[src/rtl/unsadd_frame_sched.sv]
// Round-robin scheduler time-sharing one uNSADD unary adder among NREQ requesters.
// Each grant runs one CLEAR/RUN/DONE frame and reports the ones count seen on iC.
//
// Handshake: a requester raises iReq[i] and keeps it high until it sees oGnt[i].
// iReq is only sampled while the scheduler is idle. Once a grant is taken it
// cannot be revoked: the frame always runs to its oDone pulse, even if the
// request drops. The only exception is iRst, which aborts the frame.
module unsadd_frame_sched #(
    parameter int NREQ      = 4,
    parameter int FRAME_LEN = 256,
    parameter int CNTW      = 9
) (
    input  logic                    iClk,
    input  logic                    iRst,
    input  logic [NREQ-1:0]         iReq,
    input  logic [NREQ-1:0]         iA,
    input  logic [NREQ-1:0]         iB,
    input  logic                    iC,
    output logic [NREQ-1:0]         oGnt,
    output logic                    oAddRstN,
    output logic                    oA,
    output logic                    oB,
    output logic                    oDone,
    output logic [$clog2(NREQ)-1:0] oDoneId,
    output logic [CNTW-1:0]         oCount,
    output logic                    oBusy,
    output logic [1:0]              oState
);

    localparam int IDW = $clog2(NREQ);
    localparam int FCW = $clog2(FRAME_LEN);

    typedef enum logic [1:0] {
        S_IDLE  = 2'd0,
        S_CLEAR = 2'd1,
        S_RUN   = 2'd2,
        S_DONE  = 2'd3
    } state_t;

    state_t          state_q, state_d;
    logic [IDW-1:0]  ptr_q, ptr_d;
    logic [IDW-1:0]  gidx_q, gidx_d;
    logic [NREQ-1:0] gnt_q, gnt_d;
    logic [FCW-1:0]  frame_q, frame_d;
    logic [CNTW-1:0] ones_q, ones_d;
    logic [IDW-1:0]  id_q, id_d;
    logic [CNTW-1:0] cnt_q, cnt_d;

    logic            pick_found;
    logic [IDW-1:0]  pick_idx;
    logic [IDW-1:0]  idx_v;
    logic [CNTW-1:0] ones_run;
    logic [IDW-1:0]  ptr_next;
    logic            frame_last;

    // Scan downward so the lowest offset from the pointer is the last write.
    always_comb begin
        pick_found = 1'b0;
        pick_idx   = '0;
        idx_v      = '0;
        for (int k = NREQ - 1; k >= 0; k--) begin
            idx_v = IDW'((int'(ptr_q) + k) % NREQ);
            if (iReq[idx_v]) begin
                pick_found = 1'b1;
                pick_idx   = idx_v;
            end
        end
    end

    always_comb begin
        ones_run = ones_q;
        if (iC && (ones_q != CNTW'(FRAME_LEN))) begin
            ones_run = ones_q + 1'b1;
        end
    end

    assign ptr_next   = (gidx_q == IDW'(NREQ - 1)) ? '0 : gidx_q + 1'b1;
    assign frame_last = (frame_q == FCW'(FRAME_LEN - 1));

    always_comb begin
        state_d = state_q;
        ptr_d   = ptr_q;
        gidx_d  = gidx_q;
        gnt_d   = gnt_q;
        frame_d = frame_q;
        ones_d  = ones_q;
        id_d    = id_q;
        cnt_d   = cnt_q;
        case (state_q)
            S_IDLE: begin
                if (pick_found) begin
                    gidx_d           = pick_idx;
                    gnt_d            = '0;
                    gnt_d[pick_idx]  = 1'b1;
                    state_d          = S_CLEAR;
                end
            end
            S_CLEAR: begin
                ones_d  = '0;
                frame_d = '0;
                state_d = S_RUN;
            end
            S_RUN: begin
                ones_d  = ones_run;
                frame_d = frame_q + 1'b1;
                // Capture the result including the final RUN cycle's iC.
                if (frame_last) begin
                    frame_d = '0;
                    id_d    = gidx_q;
                    cnt_d   = ones_run;
                    state_d = S_DONE;
                end
            end
            S_DONE: begin
                ptr_d   = ptr_next;
                gnt_d   = '0;
                state_d = S_IDLE;
            end
            default: state_d = S_IDLE;
        endcase
    end

    always_ff @(posedge iClk) begin
        if (iRst) begin
            state_q <= S_IDLE;
            ptr_q   <= '0;
            gidx_q  <= '0;
            gnt_q   <= '0;
            frame_q <= '0;
            ones_q  <= '0;
            id_q    <= '0;
            cnt_q   <= '0;
        end else begin
            state_q <= state_d;
            ptr_q   <= ptr_d;
            gidx_q  <= gidx_d;
            gnt_q   <= gnt_d;
            frame_q <= frame_d;
            ones_q  <= ones_d;
            id_q    <= id_d;
            cnt_q   <= cnt_d;
        end
    end

    assign oGnt     = gnt_q;
    assign oAddRstN = (state_q == S_RUN) || (state_q == S_DONE);
    assign oA       = (state_q == S_RUN) ? iA[gidx_q] : 1'b0;
    assign oB       = (state_q == S_RUN) ? iB[gidx_q] : 1'b0;
    assign oDone    = (state_q == S_DONE);
    assign oDoneId  = id_q;
    assign oCount   = cnt_q;
    assign oBusy    = (state_q != S_IDLE);
    assign oState   = state_q;

endmodule
[config.mk]
export PLATFORM = sky130hd
export DESIGN_NAME = unsadd_frame_sched
export DESIGN_NICKNAME = d
export VERILOG_FILES = /design/src/rtl/unsadd_frame_sched.sv
export SDC_FILE = /design/constraint.sdc
export NUM_CORES = 1
export LEC_CHECK = 0
export BUFFER_PORTS_ARGS = -buffer_cell sky130_fd_sc_hd__buf_2
export CORE_UTILIZATION = 55
export CTS_BUF_LIST = sky130_fd_sc_hd__clkbuf_8 sky130_fd_sc_hd__clkbuf_16
export CTS_CLUSTER_SIZE = 16
export DETAILED_ROUTE_END_ITERATION = 8
export GPL_TIMING_DRIVEN = 0
export PLACE_DENSITY = 0.81
export RECOVER_POWER = 50
export SYNTH_ARGS = -nofsm -noshare
export SYNTH_HDL_FRONTEND = slang
export SYNTH_SLANG_ARGS = --single-unit
[constraint.sdc]
create_clock -name iClk -period 2.2 [get_ports iClk]
set_input_delay 0.11 -clock iClk [delete_from_list [all_inputs] [get_ports iClk]]
set_output_delay 0.11 -clock iClk [all_outputs]
set_load 0.03 [all_outputs]
# Word level (Yosys, flattened, before mapping)

Cells that the tools add are included.
W data, S select, Z words.

Flip-flop bits (word level): 38
RAM bits: 0
Memories: 0
Memory bits (read-only): 0
Input bits: 15
Latch bits: 0
Logic and storage cells: 74

Eq/ne operators: 8
Shift operators: 0
Add/subtract/negate cells: 6
Order comparisons: 7
Reductions and logical operators: 11
Multiply operators: 0
Muxes and demuxes: 34
Divide/modulo/power cells: 0
Bitwise logic cells: 0

Operators by type and width:

| kind                  | number |
|---|---|
| $lt A2 B3 Y1 const B  | 6 |
| $pmux W9 S2           | 1 |
| $pmux W8 S2           | 1 |
| $mux W2               | 7 |
| $mux W1               | 13 |
| $bmux W1 S2           | 6 |
| $add A9 B1 Y9 const B | 1 |
| $mux W9               | 1 |
| $ne A9 B9 Y1 const B  | 1 |
| $add A8 B1 Y8 const B | 1 |
| $eq A8 B8 Y1 const B  | 1 |
| $mux W8               | 1 |
| $pmux W2 S4           | 1 |
| $pmux W4 S2           | 1 |
| $reduce_and A2 Y1     | 4 |
| $eq A2 B2 Y1 const B  | 3 |
| $reduce_bool A2 Y1    | 3 |
| $add A2 B1 Y2 const B | 2 |
| $add A2 B2 Y2 const B | 2 |
| $mux W4               | 1 |
| $ne A2 B2 Y1 const B  | 2 |
| $demux W1 S2          | 1 |
| $eq A2 B1 Y1 const B  | 1 |
| $ge A2 B1 Y1 const B  | 1 |
| other kinds (3)       | 4 |

# Logic depth before layout (Yosys ltp)

Gate-level depths: netlist (run 1).

Depth after elaboration: 13
Depth in mapped cells: 7
Gate-level depth less buffers: 6

# Worst setup path before layout (run 1)

No wires, ideal clock.

Path kind: reg-to-reg
From: reg state_q[1], in the netlist oState[1]
To: reg cnt_q[8], in the netlist oCount[8]
Cell stages (with the launch flop): 7
Buffers on the path: 1
Period minus slack after synthesis: 1751 ps
Data arrival time: 1671 ps
Path slack: 449 ps
Required time: 2121 ps
Cells stage by stage: dfxtp_1 > ha_1 > inv_1 > nor3_1 > clkbuf_1 > nor2_1 > a211oi_2

Cells in the longest elaborated chain, start to end: 2

Ends and longest elaborated chain:

| element                            | line | source |
|---|---|---|
| from (decl)                        | 40   | `state_t state_q, state_d;` |
| from (signal assigned)             | 134  | `state_q <= state_d;` |
| $eq A2 B2 Y1                       | 89   | `case (state_q)` |
| $reduce_and A2 Y1 (no source line) | -    |  |
| to (signal assigned)               | 141  | `cnt_q <= cnt_d;` |
| to (decl)                          | 47   | `logic [CNTW-1:0] cnt_q, cnt_d;` |

No other way between the ends.
A chain may end at the register's enable or synchronous reset.

# Final worst setup path (run 1)

From: reg state_q[0], in the netlist oState[0]
To: reg cnt_q[8], in the netlist oCount[8]

The elaborated chain is that of the path after synthesis.

==> impl_results.html, run 1 <==
<table>
<tr><th>Metric</th><th>Value</th></tr>
<tr><th colspan="2">Yosys</th></tr>
<tr><td>Flip-flop and latch count after synthesis</td><td>38</td></tr>
<tr><td>Warnings, synthesis</td><td>0</td></tr>
<tr><td>Post-Syn Area per Cell</td><td>9.14 sq um</td></tr>
<tr><td>Cell area after synthesis</td><td>between 2000 and 2500 sq um</td></tr>
<tr><td>Fraction of registers with async set or reset after synthesis</td><td>0%</td></tr>
<tr><td>Post-Syn Instances</td><td>221</td></tr>
<tr><td>Number of enable-type register cells in the synthesized netlist</td><td>0</td></tr>
<tr><td>Post-synthesis net count</td><td>~240</td></tr>
<tr><td>Biggest area consumer among synthesized cells</td><td>sky130_fd_sc_hd__dfxtp_1</td></tr>
<tr><td>Sequential-to-total area share from yosys stat</td><td>37.7%</td></tr>
<tr><td>Cell types with the largest area share after synthesis</td><td>sky130_fd_sc_hd__dfxtp_1, sky130_fd_sc_hd__nor2_1, sky130_fd_sc_hd__ha_1, sky130_fd_sc_hd__a211oi_1, sky130_fd_sc_hd__xnor2_1</td></tr>
<tr><td>Proportion of netlist area held by the largest area contributor</td><td>around 38%</td></tr>
<tr><td>Top_reg_cell synth</td><td>sky130_fd_sc_hd__dfxtp_1</td></tr>
<tr><td>Distinct cells, synth</td><td>52</td></tr>
<tr><th colspan="2">Critical path</th></tr>
<tr><td>CP max stage cell</td><td>sky130_fd_sc_hd__clkbuf_1</td></tr>
<tr><td>Launching element type of the critical path</td><td>flop</td></tr>
<tr><td>Worst path most repeated cell</td><td>sky130_fd_sc_hd__inv_1</td></tr>
<tr><td>Critical path capture point type</td><td>flop</td></tr>
<tr><td>Path type of the worst setup path</td><td>flop to flop</td></tr>
<tr><td>Biggest cell delay along the critical path</td><td>0.38 ns</td></tr>
<tr><td>Maximum fanout encountered on the critical timing path</td><td>10</td></tr>
<tr><td>Required time of the worst setup path</td><td>about 2.4 ns</td></tr>
<tr><td>R2R depth</td><td>7</td></tr>
<tr><td>Worst endpoint data arrival time</td><td>roughly 2.2 ns</td></tr>
<tr><td>Crit path cell chain</td><td>inv_1, ha_1, inv_1, nor3_1, clkbuf_1, nor2_1, a211oi_2</td></tr>
<tr><th colspan="2">Route</th></tr>
<tr><td>Remaining routing DRC violations</td><td>0</td></tr>
<tr><td>Wirelength per Cell</td><td>13.9 microns</td></tr>
<tr><td>1st-pass router iterations</td><td>4</td></tr>
<tr><td>Remaining antenna violation count</td><td>0</td></tr>
<tr><td>Total number of vias</td><td>1748</td></tr>
<tr><td>Wire length reported by the detailed router</td><td>between 4000 and 5000 microns</td></tr>
<tr><td>Initial drt markers</td><td>77</td></tr>
<tr><td>Detailed-route vias per instance</td><td>5.62</td></tr>
<tr><th colspan="2">Clocking</th></tr>
<tr><td>Worst-skew pair later-pin latency</td><td>0.29 ns</td></tr>
<tr><td>Number of clock sinks</td><td>38</td></tr>
<tr><td>Clock tree from TritonCTS</td><td>yes</td></tr>
<tr><td>Number of setup buffers added after CTS</td><td>0</td></tr>
<tr><td>Number of gates resized after cts</td><td>0</td></tr>
<tr><td>Clock tree root buffer cell</td><td>sky130_fd_sc_hd__clkbuf_8</td></tr>
<tr><td>Hold buffers post-CTS</td><td>0</td></tr>
<tr><td>Clock slew seen by the registers of the worst setup and hold paths</td><td>0.07 ns</td></tr>
<tr><td>Cts bufs inserted</td><td>5</td></tr>
<tr><td>Number of buffers on the longest clock path</td><td>2</td></tr>
<tr><td>H-tree level count</td><td>2</td></tr>
<tr><th colspan="2">Global routing</th></tr>
<tr><td>Maximum number of pins on one net before global-route repair</td><td>13</td></tr>
<tr><td>Overall Global Routing Usage</td><td>around 24%</td></tr>
<tr><td>Via count of the first global-routing pass</td><td>roughly 1700</td></tr>
<tr><td>Congestion Overflow GR</td><td>0</td></tr>
<tr><td>Antenna violations before repair</td><td>0</td></tr>
<tr><td>Wire length of the first global-routing pass</td><td>7480 microns</td></tr>
<tr><th colspan="2">Final layout</th></tr>
<tr><td>Antenna Cells</td><td>0</td></tr>
<tr><td>Synth-to-Final Area Change</td><td>15.6%</td></tr>
<tr><td>Total non-filler cell area in the finished layout</td><td>between 2000 and 2500 sq um</td></tr>
<tr><td>NumNets Final</td><td>about 290</td></tr>
<tr><td>Layout cell share with drive strength beyond 1</td><td>15.8%</td></tr>
<tr><th colspan="2">Worst hold path</th></tr>
<tr><td>Count of cells along the worst hold path</td><td>3</td></tr>
<tr><td>Tightest Hold Check Type</td><td>input port to flop</td></tr>
<tr><th colspan="2">Pwr</th></tr>
<tr><td>Power Density</td><td>between 900 and 1000 nW/um^2</td></tr>
<tr><td>Maximum VDD drop</td><td>0.697 mV</td></tr>
<tr><td>Total Power Consumption</td><td>0.00217 W</td></tr>
<tr><td>Cell leakage power</td><td>~0.85 nW</td></tr>
<tr><th colspan="2">STA</th></tr>
<tr><td>Least-Margin Pin Slew</td><td>0.729 ns</td></tr>
<tr><td>Worst clock skew</td><td>0.00492 ns</td></tr>
<tr><td>RSZ-0062 raised after global routing</td><td>no</td></tr>
<tr><td>Hold Violations, Final</td><td>0</td></tr>
<tr><td>Final sum of negative setup slack</td><td>0 ns</td></tr>
<tr><td>Maximum clock rate</td><td>511 MHz</td></tr>
<tr><td>Crit path time final</td><td>1.96 ns</td></tr>
<tr><td>Tightest slew margin relative to the limit</td><td>between 50 and 60%</td></tr>
<tr><td>Number of slew-limit violations in the final report</td><td>0</td></tr>
<tr><td># setup viols final</td><td>0</td></tr>
<tr><td>Share of the cycle needed by the critical path after routing</td><td>89.0%</td></tr>
<tr><th colspan="2">Status</th></tr>
<tr><td>Run status</td><td>finished, final reports clean</td></tr>
<tr><th colspan="2">Floorplan</th></tr>
<tr><td>Standard-cell row count</td><td>21</td></tr>
<tr><td>Die Y</td><td>62.6 microns</td></tr>
<tr><td>Overall die width</td><td>about 63 microns</td></tr>
<tr><td>IO Count</td><td>37</td></tr>
<tr><td>Core outline area</td><td>3420 sq um</td></tr>
<tr><td>Full die area</td><td>3920 sq um</td></tr>
<tr><td>Initial Util</td><td>59.1%</td></tr>
<tr><th colspan="2">Placement</th></tr>
<tr><td>Detailed Place HPWL</td><td>3140 microns</td></tr>
<tr><td>RePlAce Congestion</td><td>0.907</td></tr>
<tr><td>Number of port buffers</td><td>36</td></tr>
<tr><td>Dpl cell area</td><td>2260 sq um</td></tr>
<tr><th colspan="2">Job</th></tr>
<tr><td>Max capacitance violation total</td><td>0</td></tr>
</table>
[flip-flops by register name, summed over array words and instances (netlist names)]
name / flops
oCount: 9
gidx_q: 2
ptr_q: 2
ones_q: 9
oState: 2
oGnt: 4
frame_q: 8
oDoneId: 2
[per-stage QoR]
stage	util (%)	instances	hold WS, ns	setup slack (ns)
after detailed placement	66.1	303	0.401	0.291
after global placement	66.1	303	0.399	0.317
after global routing	68.4	311	0.111	0.0275
final	68.4	311	0.0962	0.242
after CTS	69.3	311	0.0889	0.277
after floorplan	-	221	0.284	0.449
[final timing paths]
path,startpoint,end,slack (ns)
worst max-delay path,oState[0],oCount[8],0.24
worst min-delay path,iRst,ones_q[7],0.1
worst min register to register,oGnt[3],oGnt[3],0.47
worst max register to register,oState[0],oCount[8],0.24
[cells in the mapped netlist, types with 2 or more instances]
master,n
sky130_fd_sc_hd__ha_1,7
sky130_fd_sc_hd__xor2_1,6
sky130_fd_sc_hd__inv_1,10
sky130_fd_sc_hd__nand4_1,4
sky130_fd_sc_hd__nor3_1,5
sky130_fd_sc_hd__and2_1,2
sky130_fd_sc_hd__a21oi_1,11
sky130_fd_sc_hd__mux2i_1,6
sky130_fd_sc_hd__nand3_1,6
sky130_fd_sc_hd__dfxtp_1,38
sky130_fd_sc_hd__o21a_1,3
sky130_fd_sc_hd__xnor2_1,7
sky130_fd_sc_hd__buf_6,3
sky130_fd_sc_hd__a32o_1,6
sky130_fd_sc_hd__nor2_1,28
sky130_fd_sc_hd__a21boi_0,3
sky130_fd_sc_hd__nor2b_1,2
sky130_fd_sc_hd__nand2_1,12
sky130_fd_sc_hd__o21ai_0,5
sky130_fd_sc_hd__clkbuf_1,4
sky130_fd_sc_hd__mux4_2,2
sky130_fd_sc_hd__nand2b_1,4
sky130_fd_sc_hd__or3_1,2
sky130_fd_sc_hd__a21o_1,4
sky130_fd_sc_hd__or2_2,2
sky130_fd_sc_hd__a31oi_1,3
sky130_fd_sc_hd__a211oi_1,11
[placed cells by master (no fill, tap or decap), types with 2 or more instances in the layout]
cell type,instances
sky130_fd_sc_hd__buf_2,18
sky130_fd_sc_hd__buf_6,3
sky130_fd_sc_hd__xnor2_1,7
sky130_fd_sc_hd__a21o_1,4
sky130_fd_sc_hd__a211oi_1,11
sky130_fd_sc_hd__a21oi_1,11
sky130_fd_sc_hd__or3_1,2
sky130_fd_sc_hd__nand2_1,12
sky130_fd_sc_hd__nor2b_1,2
sky130_fd_sc_hd__nand3_1,6
sky130_fd_sc_hd__nand2b_1,4
sky130_fd_sc_hd__inv_1,10
sky130_fd_sc_hd__ha_1,7
sky130_fd_sc_hd__clkinv_2,2
sky130_fd_sc_hd__mux4_2,2
sky130_fd_sc_hd__nand4_1,4
sky130_fd_sc_hd__nor3_1,5
sky130_fd_sc_hd__clkbuf_8,5
sky130_fd_sc_hd__and2_1,2
sky130_fd_sc_hd__clkbuf_1,23
sky130_fd_sc_hd__nor2_1,28
sky130_fd_sc_hd__o21ai_0,5
sky130_fd_sc_hd__a32o_1,6
sky130_fd_sc_hd__dfxtp_1,38
sky130_fd_sc_hd__or2_2,2
sky130_fd_sc_hd__a21boi_0,3
sky130_fd_sc_hd__mux2i_1,6
sky130_fd_sc_hd__o21a_1,3
sky130_fd_sc_hd__xor2_1,6
sky130_fd_sc_hd__a31oi_1,3
[report_power, final]
group          switching [W]  internal [W]
combinational       0.000529      0.000277
sequential         0.0000516      0.000738
clock               0.000242      0.000333
[cells by family after synthesis]
group           after synthesis  synth area share [%]
compound gates               57                  20.9
xor+xnor                     13                  5.64
fa+ha+maj                     7                  4.34
buf+inv                      20                  5.08
flops                        38                  37.7
mux                           8                  5.20
simple gates                 78                  21.1
[per-layer routing]
layer  track usage (%)  share of wire (%)  vias to the layer above
met2              39.3                 47                       34
li1                  -                  -                      890
met3              5.11                4.0                        8
met5                 0                  0                        -
met4              9.59                1.6                        0
met1              30.7                 48                      816
[worst max-delay path: cells and delay by family, from the launching register on]
family                   cells  cell delay (ns)
buffers and inverters        3             0.62
AO/OA/AOI/OAI                1             0.19
adder cells (fa/ha/maj)      1             0.24
AND/OR/NAND/NOR              2             0.48
flip-flops                   1             0.35
[final cells by class]
type / count / area, sq um
Multi-Input combinational cell: 163 / 1150
Fill cell: 310 / 1080
Sequential cell: 38 / 761
Timing Repair Buffer: 36 / 156
Clock buffer: 5 / 68.8
Buffer: 10 / 65.1
Tap cell: 46 / 57.6
Clock inverter: 3 / 40.0
Inverter: 10 / 37.5
Power figures use the tool's default switching activity.
==> inputs of run 2 (changes only) <==
--- a/config.mk
+++ b/config.mk
@@ -5,7 +5,7 @@
 export SDC_FILE = /design/constraint.sdc
 export NUM_CORES = 1
 export LEC_CHECK = 0
-export BUFFER_PORTS_ARGS = -buffer_cell sky130_fd_sc_hd__buf_2
+export BUFFER_PORTS_ARGS = -buffer_cell sky130_fd_sc_hd__buf_4
 export CORE_UTILIZATION = 55
 export CTS_BUF_LIST = sky130_fd_sc_hd__clkbuf_8 sky130_fd_sc_hd__clkbuf_16
 export CTS_CLUSTER_SIZE = 16
@@ -13,6 +13,7 @@
 export GPL_TIMING_DRIVEN = 0
 export PLACE_DENSITY = 0.81
 export RECOVER_POWER = 50
+export SLEW_MARGIN = 20
 export SYNTH_ARGS = -nofsm -noshare
 export SYNTH_HDL_FRONTEND = slang
 export SYNTH_SLANG_ARGS = --single-unit
==> constraint.sdc (replaced) <==
create_clock -name iClk -period 2.1 [get_ports iClk]
set_input_delay 0.105 -clock iClk [delete_from_list [all_inputs] [get_ports iClk]]
set_output_delay 0.105 -clock iClk [all_outputs]
set_load 0.03 [all_outputs]
==> run 2 against run 1 <==
- non-clock buffer count did not move
- sequential power is 4.2% higher
- global-route usage fell by 0.94 points
- via count up 0.86%
==> impl_results.html, run 2 (synthesized netlist as in run 1, its figures left out) <==
<table>
<tr><th>Metric</th><th>Value</th></tr>
<tr><th colspan="2">Floorplan</th></tr>
<tr><td>Initial Util</td><td>59.1% (unchanged)</td></tr>
<tr><td>Full die area</td><td>3920 sq um (unchanged)</td></tr>
<tr><td>Standard-cell row count</td><td>21 (unchanged)</td></tr>
<tr><td>Die Y</td><td>62.6 microns (unchanged)</td></tr>
<tr><td>Core outline area</td><td>3420 sq um (unchanged)</td></tr>
<tr><td>IO Count</td><td>37 (unchanged)</td></tr>
<tr><td>Overall die width</td><td>62.6 microns (unchanged)</td></tr>
<tr><th colspan="2">Route</th></tr>
<tr><td>Detailed-route vias per instance</td><td>5.67 (was 5.62)</td></tr>
<tr><td>Initial drt markers</td><td>66 (was 77)</td></tr>
<tr><td>Met2 wirelength from detailed routing</td><td>1910 microns (was 2030 microns)</td></tr>
<tr><td>Remaining routing DRC violations</td><td>0 (unchanged)</td></tr>
<tr><td>Top routing layer in use</td><td>met4 (unchanged)</td></tr>
<tr><td>Length of routed met3 wiring</td><td>151 microns (was 171 microns)</td></tr>
<tr><td>Routed length on met1</td><td>2050 microns (was 2060 microns)</td></tr>
<tr><td>Remaining antenna violation count</td><td>0 (unchanged)</td></tr>
<tr><td>Wire length reported by the detailed router</td><td>4180 microns (was 4320 microns)</td></tr>
<tr><td>Total number of vias</td><td>1763 (was 1748)</td></tr>
<tr><td>Wirelength per Cell</td><td>13.4 microns (was 13.9 microns)</td></tr>
<tr><td>1st-pass router iterations</td><td>4 (unchanged)</td></tr>
<tr><th colspan="2">STA</th></tr>
<tr><td>Maximum clock rate</td><td>537 MHz (was 511 MHz)</td></tr>
<tr><td>Share of the cycle needed by the critical path after routing</td><td>88.8% (was 89.0%)</td></tr>
<tr><td>Hold Violations, Final</td><td>0 (unchanged)</td></tr>
<tr><td>RSZ-0062 raised after global routing</td><td>no (unchanged)</td></tr>
<tr><td>Final sum of negative setup slack</td><td>0 ns (unchanged)</td></tr>
<tr><td>Least-Margin Pin Slew</td><td>0.559 ns (was 0.729 ns)</td></tr>
<tr><td>Worst clock skew</td><td>0.00367 ns (was 0.00492 ns)</td></tr>
<tr><td>Number of slew-limit violations in the final report</td><td>0 (unchanged)</td></tr>
<tr><td>Crit path time final</td><td>1.86 ns (was 1.96 ns)</td></tr>
<tr><td># setup viols final</td><td>0 (unchanged)</td></tr>
<tr><td>Tightest slew margin relative to the limit</td><td>62.7% (was 50.8%)</td></tr>
<tr><th colspan="2">Pwr</th></tr>
<tr><td>Maximum VDD drop</td><td>0.830 mV (was 0.697 mV)</td></tr>
<tr><td>Total Power Consumption</td><td>0.00221 W (was 0.00217 W)</td></tr>
<tr><td>Cell leakage power</td><td>0.858 nW (was 0.850 nW)</td></tr>
<tr><td>Power Density</td><td>936 nW/um^2 (was 930 nW/um^2)</td></tr>
<tr><th colspan="2">Final layout</th></tr>
<tr><td>Antenna Cells</td><td>0 (unchanged)</td></tr>
<tr><td>Most common cell after layout, fill and taps aside</td><td>sky130_fd_sc_hd__dfxtp_1 (unchanged)</td></tr>
<tr><td>Final core utilization</td><td>69.2% (was 68.4%)</td></tr>
<tr><td>Most frequent cells in the layout</td><td>sky130_fd_sc_hd__dfxtp_1, sky130_fd_sc_hd__nor2_1, sky130_fd_sc_hd__clkbuf_1, sky130_fd_sc_hd__buf_4, sky130_fd_sc_hd__nand2_1 (was sky130_fd_sc_hd__dfxtp_1, sky130_fd_sc_hd__nor2_1, sky130_fd_sc_hd__clkbuf_1, sky130_fd_sc_hd__buf_2, sky130_fd_sc_hd__nand2_1)</td></tr>
<tr><td>NumNets Final</td><td>286 (unchanged)</td></tr>
<tr><td>Layout cell share with drive strength beyond 1</td><td>15.8% (unchanged)</td></tr>
<tr><td>Synth-to-Final Area Change</td><td>17.0% (was 15.6%)</td></tr>
<tr><th colspan="2">Clocking</th></tr>
<tr><td>Number of clock sinks</td><td>38 (unchanged)</td></tr>
<tr><td>Clock tree from TritonCTS</td><td>yes (unchanged)</td></tr>
<tr><td>Cts bufs inserted</td><td>5 (unchanged)</td></tr>
<tr><td>Number of buffers on the longest clock path</td><td>2 (unchanged)</td></tr>
<tr><td>Worst-skew pair later-pin latency</td><td>0.29 ns (about the same)</td></tr>
<tr><td>Clock slew seen by the registers of the worst setup and hold paths</td><td>0.07 ns (about the same)</td></tr>
<tr><td>H-tree level count</td><td>2 (unchanged)</td></tr>
<tr><td>Clock tree root buffer cell</td><td>sky130_fd_sc_hd__clkbuf_8 (unchanged)</td></tr>
<tr><th colspan="2">Status</th></tr>
<tr><td>Run status</td><td>finished, final reports clean (unchanged)</td></tr>
<tr><th colspan="2">Global routing</th></tr>
<tr><td>Via count of the first global-routing pass</td><td>1562 (was 1696)</td></tr>
<tr><td>Antenna violations before repair</td><td>0 (unchanged)</td></tr>
<tr><td>Wire length of the first global-routing pass</td><td>7050 microns (was 7480 microns)</td></tr>
<tr><td>Maximum number of pins on one net before global-route repair</td><td>12 (was 13)</td></tr>
<tr><td>Congestion Overflow GR</td><td>0 (unchanged)</td></tr>
<tr><td>Overall Global Routing Usage</td><td>23.1% (was 24.0%)</td></tr>
<tr><th colspan="2">Placement</th></tr>
<tr><td>Detailed Place HPWL</td><td>3070 microns (was 3140 microns)</td></tr>
<tr><td>Number of port buffers</td><td>36 (unchanged)</td></tr>
<tr><td>RePlAce Congestion</td><td>0.840 (was 0.907)</td></tr>
<tr><th colspan="2">Critical path</th></tr>
<tr><td>Maximum fanout encountered on the critical timing path</td><td>10 (unchanged)</td></tr>
<tr><td>R2R depth</td><td>7 (unchanged)</td></tr>
<tr><td>Launching element type of the critical path</td><td>flop (unchanged)</td></tr>
<tr><td>Worst endpoint data arrival time</td><td>2.04 ns (was 2.18 ns)</td></tr>
<tr><td>Path type of the worst setup path</td><td>flop to flop (unchanged)</td></tr>
<tr><td>Critical path capture point type</td><td>flop (unchanged)</td></tr>
<tr><td>Required time of the worst setup path</td><td>2.27 ns (was 2.42 ns)</td></tr>
<tr><th colspan="2">Worst hold path</th></tr>
<tr><td>Count of cells along the worst hold path</td><td>3 (unchanged)</td></tr>
<tr><td>Tightest Hold Check Type</td><td>input port to flop (unchanged)</td></tr>
<tr><th colspan="2">Job</th></tr>
<tr><td>Max capacitance violation total</td><td>0 (unchanged)</td></tr>
</table>
run 2: path summary, 6_finish.rpt:
check	end	from	slack (ns)
worst max-delay path	oDoneId[1]	oState[0]	0.24
worst min-delay path	ones_q[7]	iRst	0.1
worst min register to register	oGnt[2]	oGnt[2]	0.47
worst max register to register	oDoneId[1]	oState[0]	0.24
run 2: per-layer routing:
metal | track usage (%) | up-vias
li1 | - | 886
met1 | 30.9 | 840
met2 | 35.3 | 28
met3 | 4.93 | 9
met4 | 10.8 | 0
met5 | 0 | -
run 2: layout make-up:
type                    instances  area [sq um]
inverters                      10          37.5
fillers                       302          1050
repair buffers                 36           199
clock buffers                   6          82.6
clock inverters                 2          8.76
flip-flops and latches         38           761
well taps                      46          57.6
plain buffers                  10          66.3
multi-input cells             163          1150
run 2: through the flow:
| step | setup WS (ns) | hold slack (ns) | cell area, sq um | cells |
|---|---|---|---|---|
| final | 0.236 | 0.0988 | 2360 | 311 |
| after global routing | 0.0232 | 0.0892 | 2360 | 311 |
| after CTS | 0.170 | 0.0826 | 2440 | 311 |
| after detailed placement | 0.184 | 0.397 | 2350 | 303 |
| after global placement | 0.210 | 0.382 | 2350 | 303 |
| after floorplan | 0.349 | 0.279 | 2020 | 221 |
run 2: timing repair:
item	in CTS	in global routing
endpoints found under the setup margin	0	1
resized for setup	0	2
hold buffers	0	0
buffers inserted	0	0
run 2: where the power goes:
part	switching (W)	internal [W]
clock network	0.000250	0.000260
registers	0.0000492	0.000773
logic	0.000564	0.000314
run 2: critical path, stage by stage (launching register included):
cell and delay [ns]:
sky130_fd_sc_hd__dfxtp_1 0.35, sky130_fd_sc_hd__inv_1 0.09, sky130_fd_sc_hd__ha_1 0.25, sky130_fd_sc_hd__inv_1 0.15, sky130_fd_sc_hd__nor3_1 0.36, sky130_fd_sc_hd__buf_2 0.29
sky130_fd_sc_hd__mux2i_1 0.20, sky130_fd_sc_hd__nor2_1 0.05
